`src/rtl/jk_pkg.sv`:
```
// jk_pkg: shared types and constants for the jk_latch command sequencer.
//   op_t    - latch command encoding carried through the command FIFO
//   state_t - sequencer FSM states
//   J_LUT / K_LUT - J/K drive value for each op, indexed by the op encoding
package jk_pkg;

   typedef enum logic [1:0] {
      OP_HOLD   = 2'b00,
      OP_RESET  = 2'b01,
      OP_SET    = 2'b10,
      OP_TOGGLE = 2'b11
   } op_t;

   typedef enum logic [1:0] {
      ST_IDLE,
      ST_DRIVE,
      ST_SETTLE,
      ST_CHECK
   } state_t;

   // Bit n of each table is the drive value for op encoding n:
   // HOLD 0/0, RESET 0/1, SET 1/0, TOGGLE 1/1.
   localparam logic [3:0] J_LUT = 4'b1100;
   localparam logic [3:0] K_LUT = 4'b1010;

   // Width of the drive-cycle down-counter (DRIVE_CYCLES up to 15).
   localparam int CNT_W = 4;

endpackage

```
`src/rtl/jk_cmd_fifo.sv`:
```
// jk_cmd_fifo: small synchronous FIFO for queued latch commands.
//   clk, rst_n   - clock, asynchronous active-low reset
//   push, wdata  - write strobe and data (ignored when full)
//   pop, rdata   - read strobe (ignored when empty) and head-of-queue data
//   full, empty  - occupancy flags derived from the registered count
//   level        - current occupancy, 0..DEPTH
module jk_cmd_fifo #(
   parameter int DEPTH = 4,
   parameter int WIDTH = 2
) (
   input  logic                    clk,
   input  logic                    rst_n,
   input  logic                    push,
   input  logic [WIDTH-1:0]        wdata,
   input  logic                    pop,
   output logic [WIDTH-1:0]        rdata,
   output logic                    full,
   output logic                    empty,
   output logic [$clog2(DEPTH):0]  level
);

   localparam int AW = $clog2(DEPTH);

   logic [WIDTH-1:0] mem [DEPTH];
   logic [AW-1:0]    wr_ptr;
   logic [AW-1:0]    rd_ptr;
   logic             do_push;
   logic             do_pop;

   assign full    = (level == (AW+1)'(DEPTH));
   assign empty   = (level == '0);
   assign do_push = push && !full;
   assign do_pop  = pop && !empty;
   assign rdata   = mem[rd_ptr];

   // NOTE: the storage array has no reset; an entry is only ever read after
   // it has been written, and resetting it would cost a reset net per bit.
   always_ff @(posedge clk) begin
      if (do_push) mem[wr_ptr] <= wdata;
   end

   // DEPTH is a power of two, so the pointers wrap naturally.
   always_ff @(posedge clk or negedge rst_n) begin
      if (!rst_n) begin
         wr_ptr <= '0;
         rd_ptr <= '0;
         level  <= '0;
      end else begin
         if (do_push) wr_ptr <= wr_ptr + AW'(1);
         if (do_pop)  rd_ptr <= rd_ptr + AW'(1);
         case ({do_push, do_pop})
            2'b10:   level <= level + (AW+1)'(1);
            2'b01:   level <= level - (AW+1)'(1);
            default: level <= level;
         endcase
      end
   end

endmodule

```
`src/rtl/jk_cmd_sequencer.sv`:
```
// jk_cmd_sequencer: queues latch commands and replays each one as a timed
// J/K pulse into a jk_latch, then checks the latch Q against a reference.
//   clk, rst_n           - clock, asynchronous active-low reset
//   cmd_valid, cmd_op    - command handshake input (op: HOLD/RESET/SET/TOGGLE)
//   cmd_ready            - FIFO not full
//   J, K                 - registered latch drives
//   q_in                 - latch Q feedback, synchronous to clk
//   busy                 - FSM active or commands queued
//   level                - FIFO occupancy
//   exp_q, exp_known     - reference-model Q and whether it is defined
//   done                 - one-cycle pulse at the end of each command's check
//   mismatch             - sticky Q disagreement flag
module jk_cmd_sequencer import jk_pkg::*; #(
   parameter int DEPTH        = 4,
   parameter int DRIVE_CYCLES = 1
) (
   input  logic                    clk,
   input  logic                    rst_n,
   input  logic                    cmd_valid,
   input  logic [1:0]              cmd_op,
   output logic                    cmd_ready,
   output logic                    J,
   output logic                    K,
   input  logic                    q_in,
   output logic                    busy,
   output logic [$clog2(DEPTH):0]  level,
   output logic                    exp_q,
   output logic                    exp_known,
   output logic                    done,
   output logic                    mismatch
);

   state_t           state, state_next;
   op_t              op_reg, op_next;
   logic [CNT_W-1:0] cnt, cnt_next;
   logic             j_next, k_next;
   logic             exp_q_next, exp_known_next;
   logic             done_next, mismatch_next;
   logic             push, pop, full, empty;
   logic [1:0]       head;

   assign cmd_ready = !full;
   assign push      = cmd_valid && cmd_ready;
   assign busy      = (state != ST_IDLE) || !empty;

   jk_cmd_fifo #(
      .DEPTH (DEPTH),
      .WIDTH (2)
   ) u_fifo (
      .clk   (clk),
      .rst_n (rst_n),
      .push  (push),
      .wdata (cmd_op),
      .pop   (pop),
      .rdata (head),
      .full  (full),
      .empty (empty),
      .level (level)
   );

   // NOTE: every output of this block is given a default first, so no path
   // leaves a signal unassigned and no latch is inferred.
   always_comb begin
      state_next     = state;
      op_next        = op_reg;
      cnt_next       = cnt;
      j_next         = J;
      k_next         = K;
      exp_q_next     = exp_q;
      exp_known_next = exp_known;
      done_next      = 1'b0;
      mismatch_next  = mismatch;
      pop            = 1'b0;

      case (state)
         ST_IDLE: begin
            if (!empty) begin
               pop        = 1'b1;
               op_next    = op_t'(head);
               j_next     = J_LUT[head];
               k_next     = K_LUT[head];
               cnt_next   = CNT_W'(DRIVE_CYCLES - 1);
               state_next = ST_DRIVE;
            end
         end
         ST_DRIVE: begin
            if (cnt == '0) begin
               j_next     = 1'b0;
               k_next     = 1'b0;
               state_next = ST_SETTLE;
            end else begin
               cnt_next = cnt - CNT_W'(1);
            end
         end
         ST_SETTLE: begin
            // The model advances here so CHECK compares against the
            // post-command value while the latch has had a quiet cycle.
            case (op_reg)
               OP_RESET: begin
                  exp_q_next     = 1'b0;
                  exp_known_next = 1'b1;
               end
               OP_SET: begin
                  exp_q_next     = 1'b1;
                  exp_known_next = 1'b1;
               end
               OP_TOGGLE: begin
                  if (exp_known) exp_q_next = !exp_q;
               end
               default: ;
            endcase
            state_next = ST_CHECK;
         end
         ST_CHECK: begin
            // An undefined model never flags: HOLD/TOGGLE before the first
            // SET/RESET cannot be checked.
            if (exp_known && (q_in != exp_q)) mismatch_next = 1'b1;
            done_next  = 1'b1;
            state_next = ST_IDLE;
         end
         default: state_next = ST_IDLE;
      endcase
   end

   // NOTE: state registers use non-blocking assignments so every register
   // samples the pre-edge values, independent of statement order.
   always_ff @(posedge clk or negedge rst_n) begin
      if (!rst_n) begin
         state     <= ST_IDLE;
         op_reg    <= OP_HOLD;
         cnt       <= '0;
         J         <= 1'b0;
         K         <= 1'b0;
         exp_q     <= 1'b0;
         exp_known <= 1'b0;
         done      <= 1'b0;
         mismatch  <= 1'b0;
      end else begin
         state     <= state_next;
         op_reg    <= op_next;
         cnt       <= cnt_next;
         J         <= j_next;
         K         <= k_next;
         exp_q     <= exp_q_next;
         exp_known <= exp_known_next;
         done      <= done_next;
         mismatch  <= mismatch_next;
      end
   end

endmodule

```
`config.mk`:
```
export PLATFORM = sky130hd
export DESIGN_NAME = jk_cmd_sequencer
export DESIGN_NICKNAME = d
export VERILOG_FILES = /design/src/rtl/jk_pkg.sv /design/src/rtl/jk_cmd_fifo.sv /design/src/rtl/jk_cmd_sequencer.sv
export SDC_FILE = /design/constraint.sdc
export NUM_CORES = 1
export LEC_CHECK = 0
export BUFFER_PORTS_ARGS = -buffer_cell sky130_fd_sc_hd__buf_2
export CAP_MARGIN = 25
export CORE_UTILIZATION = 30
export DETAILED_ROUTE_END_ITERATION = 12
export GPL_ROUTABILITY_DRIVEN = 0
export HOLD_SLACK_MARGIN = 0.12
export PLACE_DENSITY = 0.44
export REMOVE_ABC_BUFFERS = 1
export SLEW_MARGIN = 20
export SYNTH_ARGS = -nofsm -noshare
export SYNTH_HDL_FRONTEND = slang
export SYNTH_SLANG_ARGS = --single-unit
export TNS_END_PERCENT = 30
```
`constraint.sdc`:
```
create_clock -name clk -period 2.26 [get_ports clk]
set_input_delay 0.226 -clock clk [delete_from_list [all_inputs] [get_ports clk]]
set_output_delay 0.226 -clock clk [all_outputs]
set_load 0.05 [all_outputs]
```
Yosys cells after proc, flatten, opt, wreduce, memory -nomap -nowiden
Memories as Yosys holds them, arrays and structs flattened.
Index checks and enable logic that the tools add are counted.
- register bits after elaboration: 21
- logic and storage cells: 80
- input port bits: 6
- bits in writable memories: 8
- memories: 1
- output and inout bits: 11
- bitwise logic cells: 1
- $add $sub $neg: 5
- equal/unequal tests: 14
- multiplexer cells: 23
- reduce and logical (&&, ||, !) cells: 23
- $lt $le $gt $ge: 1
- memories (memory ; words ; width ; read ports ; clocked after Yosys merged registers in ; write ports ; RTL line ; source):
    u_fifo.mem ; 4 ; 2 ; 1 ; 0 ; 1 ; jk_cmd_fifo.sv:24 ; logic [WIDTH-1:0] mem [DEPTH];
- operators with widths (cell ; number):
    $mux 1 ; 11
    $eq 2x2->1 const B ; 5
    $reduce_and 3->1 ; 3
    $mux 4 ; 2
    $ne 2x2->1 const B ; 4
    $pmux 2 s4 ; 1
    $pmux 4 s2 ; 1
    $reduce_and 2->1 ; 4
    $eq 2x1->1 const B ; 3
    $pmux 3 s2 ; 1
    $reduce_bool 2->1 ; 3
    $add 2x1->2 const B ; 2
    $bmux 1 s2 ; 2
    $logic_and 1x1->1 ; 4
    $logic_not 4->1 ; 1
    $mux 2 ; 2
    $pmux 1 s2 ; 2
    $sub 4x1->4 const B ; 1
    $add 3x1->3 const B ; 1
    $eq 3x3->1 const B ; 1
    $logic_not 1->1 ; 3
    $logic_not 3->1 ; 1
    $lt 2x3->1 const B ; 1
    $pmux 1 s3 ; 1
    other kinds (7) ; 7

Logic depth before layout (Yosys ltp)
- word-level depth: 6
- mapped depth: 9
- depth with buffers taken out: 9

Cells and area by module
Synthesis repeated with hierarchy kept, for this count alone.
- cell total of the unflattened synthesis: 126
- area total of the unflattened synthesis: 1562.7 um2
- by module, submodules not included (module ; sequential area each (um2) ; cells an instance ; instances ; area each (um2)):
    jk_cmd_sequencer ; 350.3 ; 79 ; 1 ; 837.1
    jk_cmd_fifo ; 415.4 ; 47 ; 1 ; 725.7

Worst setup path after synthesis
OpenSTA, ideal clock, no wires.
- path kind: register to register
- start: register u_fifo.level[2]
- end: register u_fifo.level[1]
- cell stages (with the launch flop): 7
- data required time: 2135 ps
- period minus slack after synthesis: 2471 ps
- arrival: 2346 ps
- path buffers: 0
- setup slack: -211 ps
- setup time: 125 ps
- cells stage by stage: dfrtp_1 -> or3b_4 -> and2_4 -> inv_1 -> ha_1 -> fa_1 -> mux2_2
- word-level cells in the longest chain between the ends: 6
- elaborated cells between the ends (all ways): 13
- classes of those cells: eq/ne: 3; mux: 3; reduce/logical: 7
- RTL lines (element ; RTL line ; source):
    start, declared ; jk_cmd_fifo.sv:19 ; output logic [$clog2(DEPTH):0] level
    start signal, assigned ; jk_cmd_fifo.sv:52 ; 2'b10: level <= level + (AW+1)'(1);
    start signal, assigned ; jk_cmd_fifo.sv:53 ; 2'b01: level <= level - (AW+1)'(1);
    start signal, assigned ; jk_cmd_fifo.sv:54 ; default: level <= level;
    $eq 3x3->1 (*) ; jk_cmd_fifo.sv:30 ; assign full = (level == (AW+1)'(DEPTH));
    $logic_not 1->1 (*) ; jk_cmd_sequencer.sv:42 ; assign cmd_ready = !full;
    named net cmd_ready ; jk_cmd_sequencer.sv:21 ; output logic cmd_ready,
    $logic_and 1x1->1 ; jk_cmd_sequencer.sv:43 ; assign push = cmd_valid && cmd_ready;
    $logic_and 1x1->1 (*) ; jk_cmd_fifo.sv:32 ; assign do_push = push && !full;
    $eq 2x1->1 / $eq 2x2->1 (equally long branches) ; jk_cmd_fifo.sv:51 ; case ({do_push, do_pop})
    $pmux 3 s2 / $reduce_bool 2->1 (equally long branches) ; n/a ;
The timed path passes the listed nets; every way through them passes the cells marked *.
A chain may end at the register's enable or synchronous reset.

Worst setup path in the final report
- start: register u_fifo.level[2]
- end: register u_fifo.level[1]
- word-level cells in the longest chain between the ends: 6
- elaborated cells between the ends (all ways): 13
- classes of those cells: eq/ne: 3; mux: 3; reduce/logical: 7
- RTL lines (element ; RTL line):
    $logic_not 3->1 / $eq 3x3->1 (equally long branches) ; jk_cmd_fifo.sv:31, jk_cmd_fifo.sv:30
    $mux 1 / $logic_not 1->1 (equally long branches) ; jk_cmd_sequencer.sv:77, jk_cmd_fifo.sv:32, jk_cmd_sequencer.sv:42
    $mux 1 / $logic_and 1x1->1 (equally long branches) ; jk_cmd_sequencer.sv:75, jk_cmd_sequencer.sv:43
    $logic_and 1x1->1 (on tied branches) ; jk_cmd_fifo.sv:33, jk_cmd_fifo.sv:32
    $eq 2x1->1 / $eq 2x2->1 (equally long branches) ; jk_cmd_fifo.sv:51
    $pmux 3 s2 / $reduce_bool 2->1 (equally long branches) ; n/a
Parallel ways exist; a longest one is shown, timed or not.

==> metrics.txt <==
CP Data Arrival Time=2.31 ns; # setup viols final=0; largest net degree at the start of global routing=22; GRT Total Usage=11.7%; Core ar.=4720 um^2; Area after DPL=1650 um^2; Storage cell area=766 um^2; number of distinct library cells after synthesis=34; RSZ-0062 raised after global routing=false; antenna violations before repair=0; Die Wd=71.9 um; per-cell routed wire length=12.5 um; critical path required time=2.42 ns; Via density=4.44; fillers=479; async set-or-reset flop fraction in the synthesized netlist=72.4%; Main synth FF type=dfrtp_1; Antenna Nets Post-Route=0; Die H=71.9 um; VDD IR max=768 uV; Synth Area per Inst=13.0 um^2; Commonest cells post-synth=dfrtp_1, ha_1, inv_1, edfxtp_1; I/O pins=17; Reg-to-Reg Start=u_fifo.level[2]; Tmin final=2.15 ns; Post-Synth XOR/XNOR Area=4.18%; area grow syn2layout=20.6%; most common cell in the netlist=dfrtp_1; Yosys warning count=0; Synth area leaders=dfrtp_1, edfxtp_1, ha_1, inv_1, mux4_2; Final nets=163; # placed instances=198; first-pass GRT wire length=4490 um; CTS tree=built; Top Registers=u_fifo.mem x8, cnt x4, u_fifo.level x3; Clock Sinks=29; PD cells=1400 nW/um^2; adder-cell share of the synthesized area=14.2%; max_slew headroom=68.0%; die area=5170 um^2; Cells after Synth=113; H-tree Lvls=2; multiplexer share of the synthesized area=7.00%; Post-Syn Area=1470 um^2; Fmax=466 MHz; crit path kind=register to register; TNS Setup=0 ns; final period utilization=95.0%; worst slew pin tran=0.480 ns; Max Buffers Root-to-Sink=2; CP max FO=6; leading area contributor after synthesis=dfrtp_1; clock buffer count from CTS=5; area share of the largest cell type after synthesis=35.8%; clk_lat worst skew=0.28 ns; FP Rows=25; clock skew=0.00445 ns; clock root cell=clkbuf_8; final hold violation count=0; Top reg by flops=u_fifo.mem; Routed WL=2620 um; count of pins over their slew limit=0; layout cells sized above 1=28.9%; main combinational cell family by area after synthesis=adder cells; hold_sp=cmd_op[1]; cell area after layout=1770 um^2; drt drc=0; MaxCap Viol Count=0; Startpoint Class=register; Vias=928; status=complete, no violations; Synth Register Bits=29; hold crit path type=input pin to register; Detail Placement HPWL=2010 um; Simple-Gate Fraction of Synth Area=10.3%; Post-Layout Cell Count=209; Largest register FFs=8; vias in the first global route=939; TritonRoute pass-1 iters=4; crit path launch=u_fifo.level[2]; area of the multi-input gates=657 um^2; clock slew at reported path FFs=0.06 ns; Starting Density=31.0%; Post-synth EDFFs=8; complex-gate fraction of the synthesized area=8.79%; Ant. Diodes=0; LEAKAGE=0.815 nW; Seq/Total Area, Yosys=52.2%; Worst setup EP type=register; IO Port Bufs=16; grt ovf=0; Iter 0 DRT Violations=41
==> final cells by class <==
class / count / share of cell area [%]
clock buffer: 8 / 5.09
multi-input combinational: 71 / 37.1
sequential: 29 / 43.3
tap: 67 / 4.74
inverter: 12 / 2.55
timing repair buffer: 22 / 7.21
==> cell usage in the layout, fill, tap and decap left out, drive strengths merged, types with 3 or more instances in the layout <==
cell type	count
o31ai	3
nand2	5
ha	15
clkbuf	8
nor2	5
xnor2	5
mux2	3
o21ai	4
buf	21
inv	12
edfxtp	8
and3	4
dfrtp	21
==> cell families (layout without fill, tap and decap cells) <==
logic type | after synthesis | after routing
buffers and inverters | 13 | 42
DFF | 29 | 29
muxes | 7 | 7
adders and majority gates | 16 | 16
AOI/OAI and AO/OA | 18 | 18
xor gates and xnor gates | 7 | 7
and+or+nand+nor | 23 | 23
==> repair_timing <==
action	CTS	global route
setup buffers	0	2
resized for setup	0	1
hold buffers	1	0
hold endpoints to repair	21	0
setup endpoints to repair	0	2
==> report_power, final <==
part,total [mW],switching (mW),internal (mW)
Combinational,1.20,0.701,0.501
Clock,0.431,0.183,0.248
Sequential,0.852,0.135,0.717
Total,2.48,1.02,1.47
==> stage by stage <==
stage          hold slack (ns)  setup slack [ns]  power [mW]  utilization, %
5_1_grt                  0.165           0.00765        2.69            37.5
3_5_place_dp             0.215             0.119        2.04            34.9
2_1_floorplan          -0.0696            -0.211        1.74               -
6_report                 0.170             0.113        2.48            37.5
4_1_cts                  0.166            0.0884        2.50            37.0
3_3_place_gp             0.215             0.133        2.03            34.9
==> critical path, stage by stage (launching register included) <==
cell	delay, ns
dfrtp_1	0.47
or3b_4	0.45
and2_4	0.19
inv_1	0.05
ha_1	0.18
fa_1	0.42
mux2_2	0.27
==> layer usage <==
metal / track usage, % / wire length (um) / up-vias
met2: 17.0 / 1150 / 21
met5: 0 / 0 / -
met3: 4.86 / 128 / 6
met1: 15.1 / 1280 / 448
met4: 5.88 / 59 / 0
li1: - / - / 453
==> path summary, 6_finish.rpt <==
kind / endpoint / slack, ns / depth (start not counted)
worst max register to register: u_fifo.level[1] / 0.11 / 6
min in group asynchronous: mismatch / 0.44 / 2
worst min register to register: mismatch / 0.47 / 1
worst max-delay path: u_fifo.level[1] / 0.11 / 6
worst min-delay path: u_fifo.mem[3][1] / 0.17 / 1
max in group asynchronous: u_fifo.level[1] / 1.49 / 2
No activity file was read; power rests on OpenSTA's default activity.
